<file path="src/rtl/mips_defs.sv">
// Shared MIPS decode constants: opcodes/functs, instruction classes, Tuse/Tnew, forward selects.
// Holds the helpers used by the hazard controller to resolve stalls and forwarding.
package mips_defs;

  localparam logic [5:0] OP_SPECIAL = 6'h00;
  localparam logic [5:0] OP_J       = 6'h02;
  localparam logic [5:0] OP_JAL     = 6'h03;
  localparam logic [5:0] OP_BEQ     = 6'h04;
  localparam logic [5:0] OP_ADDIU   = 6'h09;
  localparam logic [5:0] OP_ORI     = 6'h0d;
  localparam logic [5:0] OP_LUI     = 6'h0f;
  localparam logic [5:0] OP_LW      = 6'h23;
  localparam logic [5:0] OP_SW      = 6'h2b;

  localparam logic [5:0] FN_JR    = 6'h08;
  localparam logic [5:0] FN_MFHI  = 6'h10;
  localparam logic [5:0] FN_MTHI  = 6'h11;
  localparam logic [5:0] FN_MFLO  = 6'h12;
  localparam logic [5:0] FN_MTLO  = 6'h13;
  localparam logic [5:0] FN_MULT  = 6'h18;
  localparam logic [5:0] FN_MULTU = 6'h19;
  localparam logic [5:0] FN_DIV   = 6'h1a;
  localparam logic [5:0] FN_DIVU  = 6'h1b;
  localparam logic [5:0] FN_ADDU  = 6'h21;
  localparam logic [5:0] FN_SUBU  = 6'h23;
  localparam logic [5:0] FN_AND   = 6'h24;
  localparam logic [5:0] FN_OR    = 6'h25;
  localparam logic [5:0] FN_SLT   = 6'h2a;

  typedef enum logic [3:0] {
    CL_NOP, CL_ALU_R, CL_ALU_I, CL_LOAD, CL_STORE, CL_BEQ,
    CL_JR, CL_JAL, CL_J, CL_MD, CL_MF, CL_MT
  } instr_class_t;

  // TUSE_NA marks an operand that is not read; its register is reported as 0.
  localparam logic [1:0] TUSE_0  = 2'd0;
  localparam logic [1:0] TUSE_1  = 2'd1;
  localparam logic [1:0] TUSE_2  = 2'd2;
  localparam logic [1:0] TUSE_NA = 2'd3;

  localparam logic [1:0] TNEW_0    = 2'd0;
  localparam logic [1:0] TNEW_ALU  = 2'd1;
  localparam logic [1:0] TNEW_LOAD = 2'd2;

  localparam logic [1:0] FWD_RF = 2'd0;
  localparam logic [1:0] FWD_E  = 2'd1;
  localparam logic [1:0] FWD_M  = 2'd2;
  localparam logic [1:0] FWD_W  = 2'd3;

  function automatic logic [1:0] tnew_next(input logic [1:0] t);
    return (t == TNEW_0) ? TNEW_0 : t - 2'd1;
  endfunction

  function automatic logic [1:0] fwd_pick(
    input logic [4:0] r,
    input logic [4:0] a3_e, input logic [1:0] tn_e,
    input logic [4:0] a3_m, input logic [1:0] tn_m,
    input logic [4:0] a3_w, input logic [1:0] tn_w
  );
    if (r == 5'd0)                        return FWD_RF;
    if (a3_e == r && tn_e == TNEW_0)      return FWD_E;
    if (a3_m == r && tn_m == TNEW_0)      return FWD_M;
    if (a3_w == r && tn_w == TNEW_0)      return FWD_W;
    return FWD_RF;
  endfunction

  // Nearest producer decides: an EX match hides any MEM match for the same register.
  function automatic logic data_hazard(
    input logic [4:0] r, input logic [1:0] tuse,
    input logic [4:0] a3_e, input logic [1:0] tn_e,
    input logic [4:0] a3_m, input logic [1:0] tn_m
  );
    if (r == 5'd0)  return 1'b0;
    if (a3_e == r)  return tn_e > tuse;
    if (a3_m == r)  return tn_m > tuse;
    return 1'b0;
  endfunction

endpackage

</file>
<file path="src/rtl/hazard_ctrl_if.sv">
// Pipeline <-> hazard controller bundle: stage instruction words in, stall/forward/MDU controls out.
interface hazard_ctrl_if;
  logic [31:0] IR_D;
  logic [31:0] IR_E;
  logic [31:0] IR_M;
  logic [31:0] IR_W;
  logic        stall;
  logic        md_start;
  logic        md_busy;
  logic [1:0]  fwd_rs_D;
  logic [1:0]  fwd_rt_D;
  logic [1:0]  fwd_rs_E;
  logic [1:0]  fwd_rt_E;
  logic        fwd_rt_M;

  modport master (
    output IR_D, IR_E, IR_M, IR_W,
    input  stall, md_start, md_busy, fwd_rs_D, fwd_rt_D, fwd_rs_E, fwd_rt_E, fwd_rt_M
  );

  modport slave (
    input  IR_D, IR_E, IR_M, IR_W,
    output stall, md_start, md_busy, fwd_rs_D, fwd_rt_D, fwd_rs_E, fwd_rt_E, fwd_rt_M
  );
endinterface

</file>
<file path="src/rtl/instr_class_dec.sv">
// Combinational decode of one instruction word into class, operand regs, A3, Tuse and Tnew (as in EX).
// Zero latency; unused operands are reported as register 0 so they can never match a producer.
module instr_class_dec
  import mips_defs::*;
(
  input  logic [31:0]  ir,
  output instr_class_t cls,
  output logic [4:0]   rs,
  output logic [4:0]   rt,
  output logic [4:0]   a3,
  output logic [1:0]   tuse_rs,
  output logic [1:0]   tuse_rt,
  output logic [1:0]   tnew_e
);

  logic [5:0] op;
  logic [5:0] fn;
  logic [4:0] f_rs;
  logic [4:0] f_rt;
  logic [4:0] f_rd;
  logic       unused_shamt;

  assign op           = ir[31:26];
  assign f_rs         = ir[25:21];
  assign f_rt         = ir[20:16];
  assign f_rd         = ir[15:11];
  assign fn           = ir[5:0];
  assign unused_shamt = ^ir[10:6];

  always_comb begin
    cls = CL_NOP;
    case (op)
      OP_SPECIAL: begin
        case (fn)
          FN_ADDU, FN_SUBU, FN_AND, FN_OR, FN_SLT: cls = CL_ALU_R;
          FN_JR:                                   cls = CL_JR;
          FN_MULT, FN_MULTU, FN_DIV, FN_DIVU:      cls = CL_MD;
          FN_MFHI, FN_MFLO:                        cls = CL_MF;
          FN_MTHI, FN_MTLO:                        cls = CL_MT;
          default:                                 cls = CL_NOP;
        endcase
      end
      OP_ORI, OP_LUI, OP_ADDIU: cls = CL_ALU_I;
      OP_LW:                    cls = CL_LOAD;
      OP_SW:                    cls = CL_STORE;
      OP_BEQ:                   cls = CL_BEQ;
      OP_JAL:                   cls = CL_JAL;
      OP_J:                     cls = CL_J;
      default:                  cls = CL_NOP;
    endcase
  end

  always_comb begin
    rs      = 5'd0;
    rt      = 5'd0;
    a3      = 5'd0;
    tuse_rs = TUSE_NA;
    tuse_rt = TUSE_NA;
    tnew_e  = TNEW_0;
    case (cls)
      CL_ALU_R: begin
        rs = f_rs; tuse_rs = TUSE_1;
        rt = f_rt; tuse_rt = TUSE_1;
        a3 = f_rd; tnew_e  = TNEW_ALU;
      end
      CL_ALU_I: begin
        rs = f_rs; tuse_rs = TUSE_1;
        a3 = f_rt; tnew_e  = TNEW_ALU;
      end
      CL_LOAD: begin
        rs = f_rs; tuse_rs = TUSE_1;
        a3 = f_rt; tnew_e  = TNEW_LOAD;
      end
      CL_STORE: begin
        rs = f_rs; tuse_rs = TUSE_1;
        rt = f_rt; tuse_rt = TUSE_2;
      end
      CL_BEQ: begin
        rs = f_rs; tuse_rs = TUSE_0;
        rt = f_rt; tuse_rt = TUSE_0;
      end
      CL_JR: begin
        rs = f_rs; tuse_rs = TUSE_0;
      end
      CL_JAL: begin
        a3 = 5'd31; tnew_e = TNEW_0;
      end
      CL_MD: begin
        rs = f_rs; tuse_rs = TUSE_1;
        rt = f_rt; tuse_rt = TUSE_1;
      end
      CL_MF: begin
        a3 = f_rd; tnew_e = TNEW_ALU;
      end
      CL_MT: begin
        rs = f_rs; tuse_rs = TUSE_1;
      end
      default: ;
    endcase
  end

endmodule

</file>
<file path="src/rtl/hazard_ctrl.sv">
// Stall, forward-select and MDU sequencing for the 5-stage pipeline; all outputs combinational
// from the stage IRs plus a 4-bit MDU busy counter (the only state, cleared asynchronously).
module hazard_ctrl
  import mips_defs::*;
#(
  parameter int MULT_CYCLES = 5,
  parameter int DIV_CYCLES  = 10
)
(
  input  logic         CLK,
  input  logic         reset,
  hazard_ctrl_if.slave bus
);

  localparam logic [3:0] MULT_LOAD = 4'(MULT_CYCLES);
  localparam logic [3:0] DIV_LOAD  = 4'(DIV_CYCLES);

  instr_class_t cls_d, cls_e, cls_m, cls_w;
  logic [4:0]   rs_d, rt_d, a3_d;
  logic [4:0]   rs_e, rt_e, a3_e;
  logic [4:0]   rs_m, rt_m, a3_m;
  logic [4:0]   rs_w, rt_w, a3_w;
  logic [1:0]   tuse_rs_d, tuse_rt_d;
  logic [1:0]   tuse_rs_e, tuse_rt_e, tuse_rs_m, tuse_rt_m, tuse_rs_w, tuse_rt_w;
  logic [1:0]   tnew_d_raw, tnew_e, tnew_m_raw, tnew_w_raw;
  logic [1:0]   tnew_m, tnew_w;
  logic [3:0]   md_cnt;
  logic         md_start_c, md_busy_c;
  logic         data_stall, md_stall;
  logic         unused_dec;

  instr_class_dec u_dec_d (
    .ir(bus.IR_D), .cls(cls_d), .rs(rs_d), .rt(rt_d), .a3(a3_d),
    .tuse_rs(tuse_rs_d), .tuse_rt(tuse_rt_d), .tnew_e(tnew_d_raw)
  );
  instr_class_dec u_dec_e (
    .ir(bus.IR_E), .cls(cls_e), .rs(rs_e), .rt(rt_e), .a3(a3_e),
    .tuse_rs(tuse_rs_e), .tuse_rt(tuse_rt_e), .tnew_e(tnew_e)
  );
  instr_class_dec u_dec_m (
    .ir(bus.IR_M), .cls(cls_m), .rs(rs_m), .rt(rt_m), .a3(a3_m),
    .tuse_rs(tuse_rs_m), .tuse_rt(tuse_rt_m), .tnew_e(tnew_m_raw)
  );
  instr_class_dec u_dec_w (
    .ir(bus.IR_W), .cls(cls_w), .rs(rs_w), .rt(rt_w), .a3(a3_w),
    .tuse_rs(tuse_rs_w), .tuse_rt(tuse_rt_w), .tnew_e(tnew_w_raw)
  );

  assign unused_dec = ^{cls_m, cls_w, a3_d, tnew_d_raw, rs_m, rs_w, rt_w,
                        tuse_rs_e, tuse_rt_e, tuse_rs_m, tuse_rt_m, tuse_rs_w, tuse_rt_w};

  assign tnew_m = tnew_next(tnew_m_raw);
  assign tnew_w = tnew_next(tnew_next(tnew_w_raw));

  assign data_stall = data_hazard(rs_d, tuse_rs_d, a3_e, tnew_e, a3_m, tnew_m)
                    | data_hazard(rt_d, tuse_rt_d, a3_e, tnew_e, a3_m, tnew_m);

  assign md_start_c = (cls_e == CL_MD);
  assign md_busy_c  = (md_cnt != 4'd0);
  assign md_stall   = (cls_d inside {CL_MD, CL_MF, CL_MT}) && (md_busy_c || md_start_c);

  // Funct bit 1 separates div/divu from mult/multu.
  always_ff @(posedge CLK or posedge reset) begin
    if (reset) begin
      md_cnt <= 4'd0;
    end else if (md_start_c) begin
      md_cnt <= bus.IR_E[1] ? DIV_LOAD : MULT_LOAD;
    end else if (md_busy_c) begin
      md_cnt <= md_cnt - 4'd1;
    end
  end

  assign bus.stall    = data_stall | md_stall;
  assign bus.md_start = md_start_c;
  assign bus.md_busy  = md_busy_c;
  assign bus.fwd_rs_D = fwd_pick(rs_d, a3_e, tnew_e, a3_m, tnew_m, a3_w, tnew_w);
  assign bus.fwd_rt_D = fwd_pick(rt_d, a3_e, tnew_e, a3_m, tnew_m, a3_w, tnew_w);
  assign bus.fwd_rs_E = fwd_pick(rs_e, 5'd0, TNEW_0, a3_m, tnew_m, a3_w, tnew_w);
  assign bus.fwd_rt_E = fwd_pick(rt_e, 5'd0, TNEW_0, a3_m, tnew_m, a3_w, tnew_w);
  assign bus.fwd_rt_M = (fwd_pick(rt_m, 5'd0, TNEW_0, 5'd0, TNEW_0, a3_w, tnew_w) == FWD_W);

endmodule

</file>
<file path="src/flat_wrapper.sv">
// flat-port wrapper written by rule: the top's interface ports become plain ports
module hazard_ctrl_flat import mips_defs::*;
#(
  parameter int MULT_CYCLES = 5,
  parameter int DIV_CYCLES  = 10
)
  (CLK, reset, bus_IR_D, bus_IR_E, bus_IR_M, bus_IR_W, bus_stall, bus_md_start, bus_md_busy, bus_fwd_rs_D, bus_fwd_rt_D, bus_fwd_rs_E, bus_fwd_rt_E, bus_fwd_rt_M);
  hazard_ctrl_if bus_i ();
  input  logic CLK;
  input  logic reset;
  input wire logic [$bits(bus_i.IR_D)-1:0] bus_IR_D;
  input wire logic [$bits(bus_i.IR_E)-1:0] bus_IR_E;
  input wire logic [$bits(bus_i.IR_M)-1:0] bus_IR_M;
  input wire logic [$bits(bus_i.IR_W)-1:0] bus_IR_W;
  output wire logic [$bits(bus_i.stall)-1:0] bus_stall;
  output wire logic [$bits(bus_i.md_start)-1:0] bus_md_start;
  output wire logic [$bits(bus_i.md_busy)-1:0] bus_md_busy;
  output wire logic [$bits(bus_i.fwd_rs_D)-1:0] bus_fwd_rs_D;
  output wire logic [$bits(bus_i.fwd_rt_D)-1:0] bus_fwd_rt_D;
  output wire logic [$bits(bus_i.fwd_rs_E)-1:0] bus_fwd_rs_E;
  output wire logic [$bits(bus_i.fwd_rt_E)-1:0] bus_fwd_rt_E;
  output wire logic [$bits(bus_i.fwd_rt_M)-1:0] bus_fwd_rt_M;
  assign bus_i.IR_D = bus_IR_D;
  assign bus_i.IR_E = bus_IR_E;
  assign bus_i.IR_M = bus_IR_M;
  assign bus_i.IR_W = bus_IR_W;
  assign bus_stall = bus_i.stall;
  assign bus_md_start = bus_i.md_start;
  assign bus_md_busy = bus_i.md_busy;
  assign bus_fwd_rs_D = bus_i.fwd_rs_D;
  assign bus_fwd_rt_D = bus_i.fwd_rt_D;
  assign bus_fwd_rs_E = bus_i.fwd_rs_E;
  assign bus_fwd_rt_E = bus_i.fwd_rt_E;
  assign bus_fwd_rt_M = bus_i.fwd_rt_M;
  hazard_ctrl #(.MULT_CYCLES(MULT_CYCLES), .DIV_CYCLES(DIV_CYCLES)) u_core (.CLK(CLK), .reset(reset), .bus(bus_i));
endmodule
</file>
<file path="config.mk">
export PLATFORM = sky130hd
export DESIGN_NAME = hazard_ctrl_flat
export DESIGN_NICKNAME = d
export VERILOG_FILES = /design/src/rtl/mips_defs.sv /design/src/rtl/hazard_ctrl_if.sv /design/src/rtl/instr_class_dec.sv /design/src/rtl/hazard_ctrl.sv /design/src/flat_wrapper.sv
export SDC_FILE = /design/constraint.sdc
export NUM_CORES = 1
export LEC_CHECK = 0
export ABC_AREA = 0
export ABC_CLOCK_PERIOD_IN_PS = 6500
export CELL_PAD_IN_SITES_DETAIL_PLACEMENT = 0
export CELL_PAD_IN_SITES_GLOBAL_PLACEMENT = 2
export CORE_ASPECT_RATIO = 0.7
export CORE_MARGIN = 10
export CORE_UTILIZATION = 24
export DETAILED_ROUTE_END_ITERATION = 10
export HOLD_SLACK_MARGIN = 0.1
export PLACE_DENSITY_LB_ADDON = 0.12
export SLEW_MARGIN = 10
export SYNTH_ARGS = -nofsm -noshare
export SYNTH_HDL_FRONTEND = slang
export SYNTH_SLANG_ARGS = --single-unit
</file>
<file path="constraint.sdc">
create_clock -name CLK -period 6.5 [get_ports CLK]
set_clock_uncertainty 0.15 [all_clocks]
set_input_delay 0.975 -clock CLK [delete_from_list [all_inputs] [get_ports CLK]]
set_output_delay 0.975 -clock CLK [all_outputs]
set_load 0.005 [all_outputs]
</file>
[Word-level counts from Yosys, hierarchy flattened]
Memory sizes are Yosys's and may differ from the RTL's.
Index checks and enable logic that the tools add are counted.
Word-level totals
  bits in registers: 4
  ROM bits: 1024
  output and inout port bits: 12
  logic and storage cells: 274
  memories: 4
Operators by class
  add/subtract/negate cells: 4
  $lt $le $gt $ge: 4
  eq/ne operators: 76
  multiplexer cells: 131
  bitwise gates (word level): 2
  reduce and logical (&&, ||, !) cells: 52
Memory list
  (no name shown): depth 64, width 4, rd ports 1, clocked after memory_dff 0, wr ports 0, RTL line instr_class_dec.sv:34  | case (fn)
  (no name shown): depth 64, width 4, rd ports 1, clocked after memory_dff 0, wr ports 0, RTL line instr_class_dec.sv:34
  (no name shown): depth 64, width 4, rd ports 1, clocked after memory_dff 0, wr ports 0, RTL line instr_class_dec.sv:34
  (no name shown): depth 64, width 4, rd ports 1, clocked after memory_dff 0, wr ports 0, RTL line instr_class_dec.sv:34
Operators with widths (number)
  4-bit one-hot mux with 7 select lines: 4
  2-bit 2-to-1 mux: 43
  6-bit by 4-bit equality test with 1-bit output (second input constant): 12
  1-bit 2-to-1 mux: 68
  5-bit equality test: 11
  6-bit by 2-bit equality test with 1-bit output (second input constant): 8
  6-bit equality test (second input constant): 8
  5-bit one-hot mux with 3 select lines: 3
  4-bit by 3-bit equality test with 1-bit output (second input constant): 11
  4-bit equality test (second input constant): 9
  4-bit by 2-bit equality test with 1-bit output (second input constant): 8
  5-bit logical NOT: 5
  5-bit 2-to-1 mux: 5
  6-bit by 3-bit equality test with 1-bit output (second input constant): 4
  6-bit logical NOT: 4
  3-bit OR reduction: 7
  4-bit by 1-bit equality test with 1-bit output (second input constant): 4
  2-bit one-hot mux with 2 select lines: 4
  2-bit OR reduction: 8
  8-bit OR reduction: 2
  1-bit logical AND: 12
  2-bit logical NOT: 6
  4-bit 2-to-1 mux: 3
  4-bit OR reduction: 3
  other kinds (11): 17

[Longest topological paths before layout]
  depth in word-level cells: 21
  mapped depth: 14
  depth with buffers taken out: 13

[Hierarchy]
A second synthesis with hierarchy kept.
Second synthesis, totals
  cells, all modules: 478
  area, all modules: 3519.6 um^2
Modules (own cells, without submodules)
  hazard_ctrl: times used 1, cells each 169, area an instance 1277.5 um^2, sequential area each 100.1 um^2
  instr_class_dec at u_core.u_dec_e: times used 1, cells each 76, area an instance 586.8 um^2, sequential area each 0.0 um^2
  instr_class_dec at u_core.u_dec_m: times used 1, cells each 74, area an instance 585.6 um^2, sequential area each 0.0 um^2
  instr_class_dec at u_core.u_dec_d: times used 1, cells each 83, area an instance 558.0 um^2, sequential area each 0.0 um^2
  instr_class_dec at u_core.u_dec_w: times used 1, cells each 76, area an instance 511.7 um^2, sequential area each 0.0 um^2

[Worst setup path before layout]
Ideal clock, no wire load.
  path type: input port to output port
  start: input bus_IR_E[29]
  end: output bus_stall
  arrival time: 3689 ps
  setup slack: 1686 ps
  stages on the path: 11
  cell sequence: or4_4 nor3_4 o21ai_2 a31o_1 buf_6 a221oi_4 o21ai_0 or2_0 a311oi_2 mux2_2 a221o_1
On the way
  cells in the longest elaborated chain, start to end: 14
RTL lines
  start, declared: RTL line flat_wrapper.sv:12  | input wire logic [$bits(bus_i.IR_E)-1:0] bus_IR_E;
  6-bit by 4-bit equality test with 1-bit output: RTL line instr_class_dec.sv:32  | case (op)
  3-bit OR reduction: RTL line instr_class_dec.sv:32
  4-bit one-hot mux with 7 select lines *: RTL line instr_class_dec.sv:32
  4-bit equality test (tied with other cells): RTL line instr_class_dec.sv:60  | case (cls)
  3-bit OR reduction (no line) or 2-bit OR reduction (tied branches)
  2-bit one-hot mux with 2 select lines or 5-bit one-hot mux with 3 select lines (tied branches): RTL line instr_class_dec.sv:60
  2-bit > comparator or 5-bit equality test (tied branches): RTL line mips_defs.sv:74  | if (a3_e == r) return tn_e > tuse;
  1-bit 2-to-1 mux: RTL line mips_defs.sv:74
  1-bit 2-to-1 mux: RTL line mips_defs.sv:75  | if (a3_m == r) return tn_m > tuse;
  1-bit 2-to-1 mux: RTL line mips_defs.sv:76  | return 1'b0;
  1-bit 2-to-1 mux: RTL line mips_defs.sv:75
  1-bit 2-to-1 mux: RTL line mips_defs.sv:74
  1-bit OR: RTL line hazard_ctrl.sv:56  | | data_hazard(rt_d, tuse_rt_d, a3_e, tnew_e, a3_m, tnew_m);
  1-bit OR *: RTL line hazard_ctrl.sv:73  | assign bus.stall = data_stall | md_stall;
  end, declared: RTL line flat_wrapper.sv:15  | output wire logic [$bits(bus_i.stall)-1:0] bus_stall;
Mark *: on every way between the ends. The rest lies on a longest branch, timed or not. The select of a mux whose other input is x is not followed.

[Final worst setup path]
Ends and elaborated chain as after synthesis.

==> impl_metrics.tcl <==
set metrics [dict create \
    status "complete, no violations" \
    timing.fmax_mhz 161.1 \
    crit_start "bus_IR_E[29]" \
    place_congestion 0.8325 \
    r2r-start "u_core.md_cnt[0]" \
    grt-ovfl-total 0 \
    clock_latency_ns 0.22 \
    r2r-end "u_core.md_cnt[0]" \
    async_flop_share_pct 100.0 \
    arrival_ns 5.08 \
    synthDistinctLibCells 84 \
    crit_end "bus_stall" \
    vdd_ir_drop_max_uv 111.3 \
    drive_above_1_share_pct 7.790 \
    holdCritPathClass "reg -> reg" \
    synth-main-ff-cell "dfrtp_1" \
    period_needed_ns 6.206 \
    seq_area_frac_synth_pct 3.280 \
    min_period_over_period_pct 95.48 \
    reg.largest.list "u_core.md_cnt x4" \
    port_buffers 106 \
    setup_violations 0 \
    maxSlewViolCount 0 \
    grt_max_degree 13 \
    tightest_slew_ns 0.8202 \
    max_slew_margin_pct 45.32 \
    antenna_cells 0 \
    end_kind "output port" \
    grtUsageTotal_pct 13.28 \
    synthCells 443 \
    syn_to_final_growth_pct 44.53 \
    final_util_pct 35.51 \
    via_count 3825 \
    crit_type "in -> out" \
    clk_path_buf_depth 2 \
    clk_pin_slew_ns 0.03 \
    syn_avg_cell_area_um2 6.889 \
    rows 34 \
    first_pass_iters 5 \
    antenna_found_initial 0 \
    yosys_warnings 0 \
    hpwl_um 10420 \
    wl_per_cell_um 17.25 \
    regMostFlops "u_core.md_cnt" \
    largest_reg_flops 4 \
    grt_pass1_wl_um 19670 \
    tns_ns 0 \
    dpl_cell_area_um2 4335 \
    r2r_slack_ns 4.70 \
    numClockSinks 4 \
    p_leak_uw 0.001642 \
    cts_max_level 1 \
    drtAntennaViolNets 0 \
    nets 694 \
    rsz0062_at_grt "false" \
    start_kind "input pin" \
    first_global_vias 3793 \
    cts_setup_buffers 0 \
    fp.dieH_um 114.3 \
    vias_per_cell 5.357 \
    cts_buffers 3 \
    r2r_cells 5 \
    drtIter0Drc 277 \
    io_pins 142 \
    drv_cap 0 \
    routed_wl_um 12320 \
    fp.coreArea_um2 12420 \
    initial_utilization_pct 24.57 \
    final_area_um2 4410 \
    worst_hold_slack_ns 0.4771 \
    crit_fanout 10 \
    cts_tree "yes" \
    drc 0 \
    synth_area_um2 3052 \
    cts-root-buf "clkbuf_16" \
    ys_seq_elements 4 \
    p_per_area_nw_per_um2 97.21 \
    final_hold_viol_count 0 \
    synth_edf_count 0 \
    dieArea_um2 17700 \
    required_ns 5.37 \
    die_width_um 154.8 \
]
## synthesized netlist by cell type, types with 6 or more instances
cell type  count  area [um2]
nor4_1         8       50.05
a31oi_1        8       50.05
nand2b_1      11       68.82
nor3_1        18       90.09
nor2b_1       20       125.1
xor2_1        17       148.9
and3_1         7       43.79
nor2_1        35       131.4
a21oi_1       34       170.2
nand4_1        9       56.30
inv_1         24       90.09
nand2_1       36       135.1
nor3b_1        7       52.55
xnor2_1       19       166.4
o22ai_1        6       37.54
mux2i_1        6       60.06
a221o_1        7       70.07
ha_1          10       125.1
o21ai_0       24       120.1
nand3_1        8       40.04
## logic make-up after synthesis
group | synth area share, %
AOI/OAI and AO/OA | 38.34
xor gates and xnor gates | 10.33
adders and majority gates | 4.100
buffers and inverters | 5.371
DFF | 3.280
muxes | 2.337
other | 0.1229
and+or+nand+nor | 36.12
## repair_timing
item                       in CTS  in global routing
hold buffers                    0                  0
gates resized for setup         0                  1
setup endpoints to repair       0                  1
## critical path: stages
cell             delay, ns
clkdlybuf4s50_1       0.50
or4_4                 0.60
nor3_4                0.21
o21ai_2               0.11
a31o_2                0.31
a221oi_4              0.44
o21ai_0               0.14
or2_0                 0.23
a311oi_2              0.35
mux2_2                0.38
a221o_1               0.36
clkdlybuf4s50_1       0.46
## per-stage QoR
step,cells,power (uW),worst slack (ns)
floorplan,444,204.3,1.686
global placement,711,328.0,0.2637
CTS,714,431.3,0.1749
finish,714,428.8,0.2939
global route,714,468.6,0.1336
detailed placement,711,329.8,0.1933
## where the power goes
part / internal (uW) / switching [uW] / leakage, uW / total [uW]
clock network: 78.6 / 17.3 / 0.0000370 / 95.9
logic: 148 / 137 / 0.00156 / 285
registers: 38.8 / 8.71 / 0.0000478 / 47.5
total: 266 / 163 / 0.00164 / 429
## cells in the final DEF (no fill, tap or decap), drive strengths merged, types with 7 or more instances in the layout
cell,synthesis,final
a21oi,34,34
a221o,7,7
a221oi,8,8
a31oi,8,8
and3,7,7
buf,8,12
clkdlybuf4s50,0,106
ha,10,10
inv,24,24
nand2,37,37
nand2b,11,11
nand3,8,8
nand4,9,9
nor2,36,36
nor2b,20,20
nor3,19,19
nor3b,9,9
nor4,8,8
o21ai,31,31
xnor2,19,19
xor2,17,17
## how the worst min path moves through the flow
stage                     start          endpoint  cells after the start
2_1_floorplan  u_core.md_cnt[3]  u_core.md_cnt[3]                      2
3_3_place_gp   u_core.md_cnt[3]  u_core.md_cnt[3]                      2
3_5_place_dp   u_core.md_cnt[3]  u_core.md_cnt[3]                      2
4_1_cts        u_core.md_cnt[3]  u_core.md_cnt[3]                      2
5_1_grt        u_core.md_cnt[1]  u_core.md_cnt[1]                      2
6_report       u_core.md_cnt[3]  u_core.md_cnt[3]                      2
## layer usage
metal	routed length [um]	up-vias	global-route usage, %
met5	0	-	0
met4	107	0	1.569
met2	5032	110	19.54
met1	6340	1776	19.64
met3	837	10	2.778
li1	-	1929	-
## layout make-up
class / count / area (um2)
clock buffer: 3 / 75.07
fill: 1307 / 8011
inverter: 24 / 90.09
multi-input combinational: 403 / 2791
sequential: 4 / 100.1
tap: 162 / 202.7
timing repair buffer: 118 / 1151
(Power assumes the default switching activity.)
==> RTL change 1 (same settings) <==
Make the reset (`reset`) synchronous in one clocked block. Comments in the files are not updated.
--- a/src/rtl/hazard_ctrl.sv
+++ b/src/rtl/hazard_ctrl.sv
@@ -61,5 +61,5 @@
 
   // Funct bit 1 separates div/divu from mult/multu.
-  always_ff @(posedge CLK or posedge reset) begin
+  always_ff @(posedge CLK) begin
     if (reset) begin
       md_cnt <= 4'd0;
Check against the original RTL: differs if reset is asserted again (counterexample within 4 cycles, from zero or initial values and one cycle with reset high); with reset held inactive, the same outputs for 4 cycles.
==> RTL change 1 against the original RTL <==
  * Non-clock buffer count rose by 2
  * Setup slack improved by 0.095 ns
  * Synthesized cell count is 3.4% lower
  * Synthesized area is 4.7% lower
  * Final area shrank 2.8%
  * Sequential cell count did not move
  * Total power grew 3.1%
  * Register-to-register slack better by 0.32 ns
  * Wire length is 3.5% lower
  * Sequential share of layout area fell by 0.40 points
  * Critical path type unchanged
  * Critical endpoint unchanged
==> RTL change 1: results (changes against the original RTL) <==
logic_synthesis:
  synthTopCellsByArea: "xnor2_1, a21oi_1, nor2_1"  # was a21oi_1, xnor2_1, xor2_1
  synthXorXnorAreaFrac_pct: 11.7  # was 10.3%
  synthDistinctLibCells: 70  # was 84
  synth_compound_area_share_pct: 36.0  # was 38.3%
  synthCells: 428  # was 443
  synth_fa_ha_area_share_pct: 4.30  # was 4.10%
  postSynth.asyncResetShare_pct: 0  # was 100%
  yosys-top-cells-count: "nor2_1, a21oi_1, nand2_1"  # was nand2_1, nor2_1, a21oi_1
  ys.flop_type: "dfxtp_1"  # was dfrtp_1
drt:
  wl_per_cell_um: 17.1  # was 17.3 um
  drt_wl_total_um: 11900  # was 12,300 um
  drt_iter0_markers: 221  # was 277
  dr_total_vias: 3725  # was 3,825
placement:
  place_inst: 691  # was 711
  post_dp_cell_area_mm2: 0.00421  # was 0.00434 mm^2
timing:
  slew_headroom_pct: 33.1  # was 45.3%
pwr:
  irDropWorstVdd_mv: 0.189  # was 0.111 mV
  p_leak_nw: 1.58  # was 1.64 nW
grt:
  track_usage_pct: 13.2  # was 13.3%
  grt_pass1_wl_um: 19100  # was 19,700 um
setup_path:
  cp.arrival_ns: 4.99  # was 5.08 ns
cells_and_area:
  nets: 679  # was 694
  layout-drive-gt1-share_pct: 7.64  # was 7.79%
  multi_input_area_mm2: 0.00270  # was 0.00279 mm^2
run_status:
  status: "finished, final reports clean"  # unchanged
[RTL change 1: logic make-up after synthesis]
family                     count (synthesis)
AOI/OAI and AO/OA                        141
xor gates and xnor gates                  39
adders and majority gates                 10
buffers and inverters                     35
DFF                                        4
muxes                                      3
other                                      1
and+or+nand+nor                          195
[RTL change 1: worst paths after layout]
kind | startpoint | to | slack [ns] | cells past startpoint
max reg2reg | u_core.md_cnt[0] | u_core.md_cnt[1] | 5.02 | 6
min | u_core.md_cnt[3] | u_core.md_cnt[3] | 0.43 | 3
min reg2reg | u_core.md_cnt[3] | u_core.md_cnt[3] | 0.43 | 3
max | bus_IR_M[29] | bus_stall | 0.39 | 12
[RTL change 1: final cells by class]
class / count / share of cell area [%]
sequential: 4 / 1.87
timing repair buffer: 120 / 27.2
inverter: 20 / 1.75
clock buffer: 3 / 1.75
multi-input combinational: 390 / 62.9
tap: 157 / 4.58
[RTL change 1: critical path: cells and delay by family]
| kind | cells | cell delay [ns] |
|---|---|---|
| and+or+nand+nor | 2 | 1.04 |
| buffers and inverters | 2 | 1.05 |
| muxes | 1 | 0.11 |
| AOI/OAI and AO/OA | 6 | 1.60 |
| xor gates and xnor gates | 1 | 0.19 |
[RTL change 1: layer usage]
metal / wire length [um] / vias to the layer above / global-route usage (%)
li1: - / 1865 / -
met1: 5920 / 1746 / 19.0
met2: 5190 / 114 / 20.6
met3: 777 / 0 / 3.17
met4: 0 / 0 / 0.190
met5: 0 / - / 0
[RTL change 1: power breakdown]
part	switching (W)	internal, W
clock network	0.0000158	0.0000785
logic	0.000146	0.000155
registers	0.0000101	0.0000366
==> RTL change 2 (same settings) <==
Made on the original files. `FN_DIV`: 6'h1a -> 6'h13.
--- a/src/rtl/mips_defs.sv
+++ b/src/rtl/mips_defs.sv
@@ -20,5 +20,5 @@
   localparam logic [5:0] FN_MULT  = 6'h18;
   localparam logic [5:0] FN_MULTU = 6'h19;
-  localparam logic [5:0] FN_DIV   = 6'h1a;
+  localparam logic [5:0] FN_DIV   = 6'h13;
   localparam logic [5:0] FN_DIVU  = 6'h1b;
   localparam logic [5:0] FN_ADDU  = 6'h21;
Behaviour: not the same (Yosys sat finds a counterexample within 4 cycles, from zero or initial values and one cycle with reset high).
==> RTL change 2 against the original RTL <==
  * Total power increased by 1.7%
  * Synthesized cell count is 9.3% higher
  * Sequential cell count is the same
  * Setup slack improved by 0.18 ns
  * Fmax rose by 3.1%
  * Sequential power about the same
  * Final area up 7.7%
  * Critical path depth is the same
  * Die area is 9.2% higher
  * Synthesized area rose by 11%
  * Wire length rose by 13%
  * Highest routed layer is now met3
==> RTL change 2: results (changes against the original RTL) <==
drt:
  wl_met2_um: 5920  # was 5030 um
  wl_per_cell_um: 17.8  # was 17.3 um
  routed_via_density: 5.40  # was 5.36
  drt_pre_antenna_iters: 5  # unchanged
  drt_iter0_markers: 225  # was 277
  wl_met1_um: 7280  # was 6340 um
  wl_met3_um: 657  # was 837 um
  dr.max_layer_used: "met3"  # was met4
cts:
  cts_made_buffers: 3  # unchanged
  clkTransAtPathRegs_ns: 0.03  # about the same
  insertion_delay_ns: 0.22  # about the same
  root_buffer: "clkbuf_16"  # unchanged
  cts_resized: 0  # unchanged
  htreeDepth: 1  # unchanged
  cts_setup_buffers: 0  # unchanged
  clock_path_buffers: 2  # unchanged
placement:
  gp_congestion: 0.805  # was 0.833
  port_buffers: 106  # unchanged
  dp.final_hpwl_um: 11600  # was 10,400 um
hold_path:
  hold_path_depth: 2  # unchanged
  min_from: "u_core.md_cnt[2]"  # was u_core.md_cnt[3]
  hold_class: "flip-flop to flip-flop"  # unchanged
setup_path:
  crit_slowest_cell: "clkdlybuf4s50_1"  # was or4_4
  r2r_cells: 6  # was 5
  startpoint: "bus_IR_E[29]"  # unchanged
  cp.arrival_ns: 4.90  # was 5.08 ns
  path_max_fanout: 8  # was 10
  critPathMaxStageDelay_ns: 0.63  # was 0.60 ns
  r2r-start: "u_core.md_cnt[0]"  # unchanged
timing:
  setup_violations: 0  # unchanged
  slew_headroom_pct: 35.0  # was 45.3%
grt:
  grt_max_degree: 11  # was 13
  track_usage_pct: 13.4  # was 13.3%
  grt_pass1_wl_um: 22000  # was 19,700 um
  antenna_found_initial: 1  # was 0
  first_global_vias: 4058  # was 3,793
logic_synthesis:
  synthTopCellsByArea: "xnor2_1, a21oi_1, nor2_1"  # was a21oi_1, xnor2_1, xor2_1
  yosysWarnings: 0  # unchanged
  yosys-top-cells-count: "nor2_1, a21oi_1, o21ai_0"  # was nand2_1, nor2_1, a21oi_1
  ys_seq_area_share_pct: 2.96  # was 3.28%
  synthDistinctLibCells: 89  # was 84
  postSynth.asyncResetShare_pct: 100  # unchanged
  ys.flop_type: "dfrtp_1"  # unchanged
cells_and_area:
  layout-drive-gt1-share_pct: 8.67  # was 7.79%
  insertedDiodeCount: 0  # unchanged
  top_regs: "u_core.md_cnt: 4 flops"  # unchanged
  nets: 730  # was 694
pwr:
  irDropWorstVdd_mv: 0.161  # was 0.111 mV
  p_leak_nw: 1.66  # was 1.64 nW
run_status:
  status: "finished, final reports clean"  # unchanged
job:
  maxCapViolCount: 0  # unchanged
-- RTL change 2: cell count changes in the layout (fill, tap and decap cells not counted), sizes merged, moves of 5 or more --
cell	change
nand2	-10
nand3	+10
xor2	-10
nor2	+9
a21oi	+7
nor4	+7
buf	-6
or3	+6
nor4b	+5
o2111ai	+5
o32ai	-5
xnor2	+5
-- RTL change 2: area by class of cell --
type / instances / area [um^2]
Sequential cell: 4 / 100
Fill cell: 1525 / 9130
Tap cell: 190 / 238
Timing Repair Buffer: 112 / 1110
Clock buffer: 3 / 75.1
Inverter: 22 / 82.6
Multi-Input combinational cell: 447 / 3150
-- RTL change 2: cell families (layout without fill, tap and decap cells) --
logic type | Yosys count | after routing | share of synthesized area (%)
and+or+nand+nor | 228 | 228 | 40.9
muxes | 6 | 6 | 2.00
other | 1 | 2 | 0.111
AOI/OAI and AO/OA | 170 | 170 | 38.2
DFF | 4 | 4 | 2.96
xor gates and xnor gates | 31 | 31 | 8.03
buffers and inverters | 34 | 137 | 4.14
adders and majority gates | 10 | 10 | 3.70
-- RTL change 2: metrics by stage --
step                      setup slack, ns  instance area, um^2  power [W]  instances
after detailed placement            0.526                 4670   0.000341        775
after CTS                           0.502                 4750   0.000441        778
after global placement              0.566                 4670   0.000337        775
after global routing                0.294                 4750   0.000471        778
after floorplan                      1.98                 3390   0.000210        485
final                               0.478                 4750   0.000436        778
-- RTL change 2: path summary, 6_finish.rpt --
path                                          to  slack [ns]
worst min-delay path            u_core.md_cnt[2]        0.45
worst max-delay path                   bus_stall        0.48
min in group asynchronous       u_core.md_cnt[1]        0.79
worst min register to register  u_core.md_cnt[2]        0.45
worst max register to register  u_core.md_cnt[1]        4.64
max in group asynchronous       u_core.md_cnt[0]        5.27
-- RTL change 2: metal layers --
metal	track usage, %	vias to the layer above
met4	0.680	0
met1	19.8	1984
li1	-	2110
met2	21.0	104
met3	1.93	0
met5	0	-
-- RTL change 2: report_power, final --
group          switching, W  internal, W
Combinational      0.000145     0.000149
Clock             0.0000164    0.0000785
Sequential       0.00000891    0.0000385
-- RTL change 2: critical path, delay by kind of cell --
| family | cells | cell delay [ns] |
|---|---|---|
| AND/OR/NAND/NOR | 6 | 1.50 |
| multiplexers | 1 | 0.34 |
| AO/OA/AOI/OAI | 3 | 0.88 |
| buffers and inverters | 2 | 1.18 |
